## src/rtl/pipe_pkg.sv

```systemverilog
// Shared pipeline types: register index, hazard FSM states, zero-register constant.
package pipe_pkg;

   typedef logic [4:0] reg_idx_t;

   typedef enum logic {
      RUN      = 1'b0,
      MEM_WAIT = 1'b1
   } hz_state_t;

   localparam reg_idx_t REG_ZERO = 5'd0;

endpackage

```

## src/rtl/hazard_perf_cnt.sv

```systemverilog
// Stall-cycle and flush event counters; wrap modulo 2^CNT_W, cleared by synchronous reset.
// Registered, one-cycle update latency; no backpressure.
module hazard_perf_cnt #(
   parameter int CNT_W = 32
) (
   input  logic             clk_i,
   input  logic             rst_i,
   input  logic             stall,
   input  logic             flush,
   output logic [CNT_W-1:0] stall_cnt,
   output logic [CNT_W-1:0] flush_cnt
);

   always_ff @(posedge clk_i) begin
      if (rst_i) begin
         stall_cnt <= '0;
         flush_cnt <= '0;
      end else begin
         if (stall) stall_cnt <= stall_cnt + CNT_W'(1);
         if (flush) flush_cnt <= flush_cnt + CNT_W'(1);
      end
   end

endmodule

```

## src/rtl/hazard_ctrl.sv

```systemverilog
// Load-use / branch-flush / memory-freeze hazard controller; Mealy outputs, zero latency.
// Optional perf counters under HAZARD_PERF_EN; memory stall is held until ack or timeout.
module hazard_ctrl
   import pipe_pkg::*;
#(
   parameter int MEM_TIMEOUT = 64,
   parameter int CNT_W       = 32
) (
   input  logic             clk_i,
   input  logic             rst_i,
   input  reg_idx_t         ifid_rs_i,
   input  reg_idx_t         ifid_rt_i,
   input  logic             idex_memread_i,
   input  reg_idx_t         idex_rt_i,
   input  logic             branch_taken_i,
   input  logic             mem_req_i,
   input  logic             mem_ack_i,
   output logic             pc_stall_o,
   output logic             ifid_stall_o,
   output logic             flush_o,
   output logic             bubble_o,
   output logic             freeze_o,
   output logic             err_o,
   output logic [CNT_W-1:0] stall_cnt_o,
   output logic [CNT_W-1:0] flush_cnt_o
);

   localparam int WCNT_W = $clog2(MEM_TIMEOUT + 1);

   hz_state_t         state_q, state_d;
   logic [WCNT_W-1:0] wcnt_q, wcnt_d;
   logic              err_q, err_d;
   logic              lu;

   assign lu = idex_memread_i && (idex_rt_i != REG_ZERO) &&
               ((idex_rt_i == ifid_rs_i) || (idex_rt_i == ifid_rt_i));

   always_ff @(posedge clk_i) begin
      if (rst_i) begin
         state_q <= RUN;
         wcnt_q  <= '0;
         err_q   <= 1'b0;
      end else begin
         state_q <= state_d;
         wcnt_q  <= wcnt_d;
         err_q   <= err_d;
      end
   end

   always_comb begin
      state_d = state_q;
      wcnt_d  = wcnt_q;
      err_d   = err_q;
      case (state_q)
         MEM_WAIT: begin
            if (mem_ack_i) begin
               state_d = RUN;
               wcnt_d  = '0;
            end else if (wcnt_q == WCNT_W'(MEM_TIMEOUT)) begin
               // Give up on the access: the pipeline resumes and the error sticks.
               err_d   = 1'b1;
               state_d = RUN;
               wcnt_d  = '0;
            end else begin
               wcnt_d  = wcnt_q + WCNT_W'(1);
            end
         end
         default: begin
            if (mem_req_i) begin
               state_d = MEM_WAIT;
               wcnt_d  = WCNT_W'(1);
            end
         end
      endcase
   end

   // mem > load-use > branch; a stalled branch is simply re-evaluated next cycle.
   always_comb begin
      pc_stall_o   = 1'b0;
      ifid_stall_o = 1'b0;
      flush_o      = 1'b0;
      bubble_o     = 1'b0;
      freeze_o     = 1'b0;
      if (!rst_i) begin
         case (state_q)
            MEM_WAIT: begin
               pc_stall_o   = 1'b1;
               ifid_stall_o = 1'b1;
               freeze_o     = 1'b1;
            end
            default: begin
               if (mem_req_i) begin
                  pc_stall_o   = 1'b1;
                  ifid_stall_o = 1'b1;
                  freeze_o     = 1'b1;
               end else if (lu) begin
                  pc_stall_o   = 1'b1;
                  ifid_stall_o = 1'b1;
                  bubble_o     = 1'b1;
               end else if (branch_taken_i) begin
                  flush_o      = 1'b1;
               end
            end
         endcase
      end
   end

   assign err_o = err_q && !rst_i;

`ifdef HAZARD_PERF_EN
   logic [CNT_W-1:0] stall_cnt, flush_cnt;

   hazard_perf_cnt #(
      .CNT_W (CNT_W)
   ) u_perf (
      .clk_i     (clk_i),
      .rst_i     (rst_i),
      .stall     (pc_stall_o),
      .flush     (flush_o),
      .stall_cnt (stall_cnt),
      .flush_cnt (flush_cnt)
   );

   assign stall_cnt_o = rst_i ? '0 : stall_cnt;
   assign flush_cnt_o = rst_i ? '0 : flush_cnt;
`else
   assign stall_cnt_o = '0;
   assign flush_cnt_o = '0;
`endif

endmodule

```

## config.mk

```make
export PLATFORM = sky130hd
export DESIGN_NAME = hazard_ctrl
export DESIGN_NICKNAME = d
export VERILOG_FILES = /design/src/rtl/pipe_pkg.sv /design/src/rtl/hazard_perf_cnt.sv /design/src/rtl/hazard_ctrl.sv
export SDC_FILE = /design/constraint.sdc
export NUM_CORES = 1
export LEC_CHECK = 0
export BUFFER_PORTS_ARGS = -buffer_cell sky130_fd_sc_hd__buf_4
export CAP_MARGIN = 20
export CORE_UTILIZATION = 43
export CTS_BUF_LIST = sky130_fd_sc_hd__clkbuf_4
export DETAILED_ROUTE_END_ITERATION = 12
export GPL_TIMING_DRIVEN = 1
export PLACE_DENSITY = 0.83
export SLEW_MARGIN = 10
export SYNTH_ARGS = -nofsm -noshare
export SYNTH_HDL_FRONTEND = slang
export SYNTH_HIERARCHICAL = 1
export SYNTH_SLANG_ARGS = --single-unit
```

## constraint.sdc

```tcl
create_clock -name clk_i -period 3.5 [get_ports clk_i]
set_clock_uncertainty 0.15 [all_clocks]
set_input_delay 0.875 -clock clk_i [delete_from_list [all_inputs] [get_ports clk_i]]
set_output_delay 0.875 -clock clk_i [all_outputs]
set_load 0.02 [all_outputs]
```

==> metrics.txt <==
HP Class=reg -> reg; Pins Over Slew Limit=0; Hold Path Cell Cnt=1; post-route clock period utilization=89.11%; clock slew at reported path FFs=0.06 ns; Crit Path Class=in -> out; chip width=53.15 um; commonest non-fill, non-tap cell in the layout=conb_1; Placement Cell Area=1102 um^2; Residual DRC=0; Core ar.=2477 um^2; Multi-input gate area=674.4 um^2; Hold Fails Final Rpt=0; num rows=18; Max VDD drop=0.1745 mV; Post-Route Setup TNS=0 ns; Synth Cell Area=1125 um^2; R2R Path Start=state_q; PortBufs=26; CTS max path bufs=2; WL per Instance=8.970 um; Main synth FF type=dfxtp_1; first-pass GRT wire length=2.628 mm; Crit. End Element=output pin; sequential-to-total area share from yosys stat=16.02%; HP Start=wcnt_q[4]; post-route cell area=1132 um^2; Worst R2R End=wcnt_q[3]; Crit path buffers/inverters=3; worst-path fanout max=3; PwrDens=287.7 nW/um^2; gr ovfl total=0; TritonCTS clock tree=yes; register area=180.2 um^2; vias in the first global route=641; Initial DRC Count=4; die span in y=53.15 um; Hold Path End=wcnt_q[4]; overall power=0.0003258 W; Starting Density=45.40%; clk_lat worst skew=0.26 ns; Routed Antenna Nets=0; f_max=320.6 MHz; R2R depth=4; asr flop ratio synth=0%; dpl hpwl=1.491 mm; iteration count of the initial detailed-routing pass=5; Critical Path RT=2.47 ns; MaxCap Viol Count=0; # setup viols final=0; Tmin final=3.119 ns; count of cell types in the netlist=31; Max stage delay on crit path=0.52 ns; worst slack at placement=0.3789 ns; GPL Wtd Cong=0.7638; Antenna Cells=0; critical path arrival=2.09 ns; most frequent cells in the layout=conb_1 (64), buf_4 (26), xnor2_1 (11); layout cell share with drive strength beyond 1=20.00%; fin nets=194; mean post-synth cell area=7.866 um^2; Post-synth EDFFs=0; status=finished, final reports clean; Syn Inst Count=143; # resized after CTS=0; YS warnings=6; initial antenna violation count=0; CP startpoint kind=input pin; Root Driver=clkbuf_4; CP Cell Sequence=buf_4 -> or4_1 -> o21ai_1 -> inv_1 -> and3_1 -> buf_4; setup bufs post-CTS=0; crit-path leading delay family=simple AND/OR/NAND/NOR gates; Worst Hold Slack=0.3719 ns; largest net degree at the start of global routing=10; unrepaired setup endpoints after global routing=no; final worst setup slack=0.3810 ns; Area Growth Syn to Fin=0.6677%; R2R Setup Slk=1.82 ns; total global-route track usage=12.98%; Worst Setup SP=idex_rt_i[1]; slowest CP cell=or4_1; filler cell count=259; Num CTS Buffers=3; Pleak=0.5730 nW; via count=817; Yosys reg bits=9; H-Tree Depth=1; most used cell, CP=buf_4; Sink Count=9; mean number of vias per cell=4.085; hold_buf cts=0; Total Die Area=2824 um^2; total wire length=1.794 mm; # IOs=91
## layer usage
layer / vias up / track usage [%] / wire, um / part of all wire [%]
met5: - / 0 / 0 / 0
met4: 0 / 3.947 / 8 / 0.45
met3: 2 / 4.598 / 197 / 11
met2: 54 / 24.68 / 897 / 50
met1: 367 / 12.93 / 690 / 38
li1: 394 / - / - / -
## layout make-up
type | count | area share, %
Inverter | 4 | 1.326
Clock buffer | 4 | 2.652
Timing Repair Buffer | 26 | 17.24
Tap cell | 30 | 3.315
Sequential cell | 9 | 15.91
Multi-Input combinational cell | 127 | 59.56
## stage by stage
step	cells	util (%)
final	200	45.71
after global routing	200	45.71
after CTS	200	45.71
after detailed placement	196	44.49
after global placement	196	44.49
after floorplan	206	-
## where the power goes
part	internal (W)	switching (W)
Combinational	0.0000358	0.0000911
Clock	0.0000518	0.0000384
Sequential	0.000105	0.00000392
Total	0.000192	0.000133
## cells by family (layout without fill, tap and decap cells)
logic type	Yosys count	count (layout)	synth area share, %
xor gates and xnor gates	11	11	8.565
buffers and inverters	70	34	45.05
muxes	3	3	2.670
adders and majority gates	2	2	2.224
AOI/OAI and AO/OA	17	17	10.68
DFF	9	9	16.02
and+or+nand+nor	30	30	14.46
other	1	64	0.3334
## registers in the layout, indices dropped and copies added (netlist names)
signal   flops
state_q      1
wcnt_q       7
err_q        1
## worst max-delay path by stage
stage / cells after the start / end
after detailed placement: 6 / bubble_o
final: 6 / bubble_o
after floorplan: 5 / pc_stall_o
after CTS: 6 / bubble_o
after global placement: 6 / ifid_stall_o
after global routing: 6 / bubble_o
## synth_stat cells (all sizes together) (2+ instances only)
master	number	area (um^2)
nor3	2	15.01
inv	4	15.01
buf	65	488.0
mux2i	3	30.03
xnor2	11	96.34
nand2	5	18.77
nor2b	2	12.51
a21oi	6	30.03
a31oi	2	27.53
and3	2	12.51
o21ai	2	10.00
nand3	6	30.03
dfxtp	9	180.2
a21o	2	15.01
nor2	8	30.03
ha	2	25.02
Note: power is estimated with default switching activity, not from simulation.
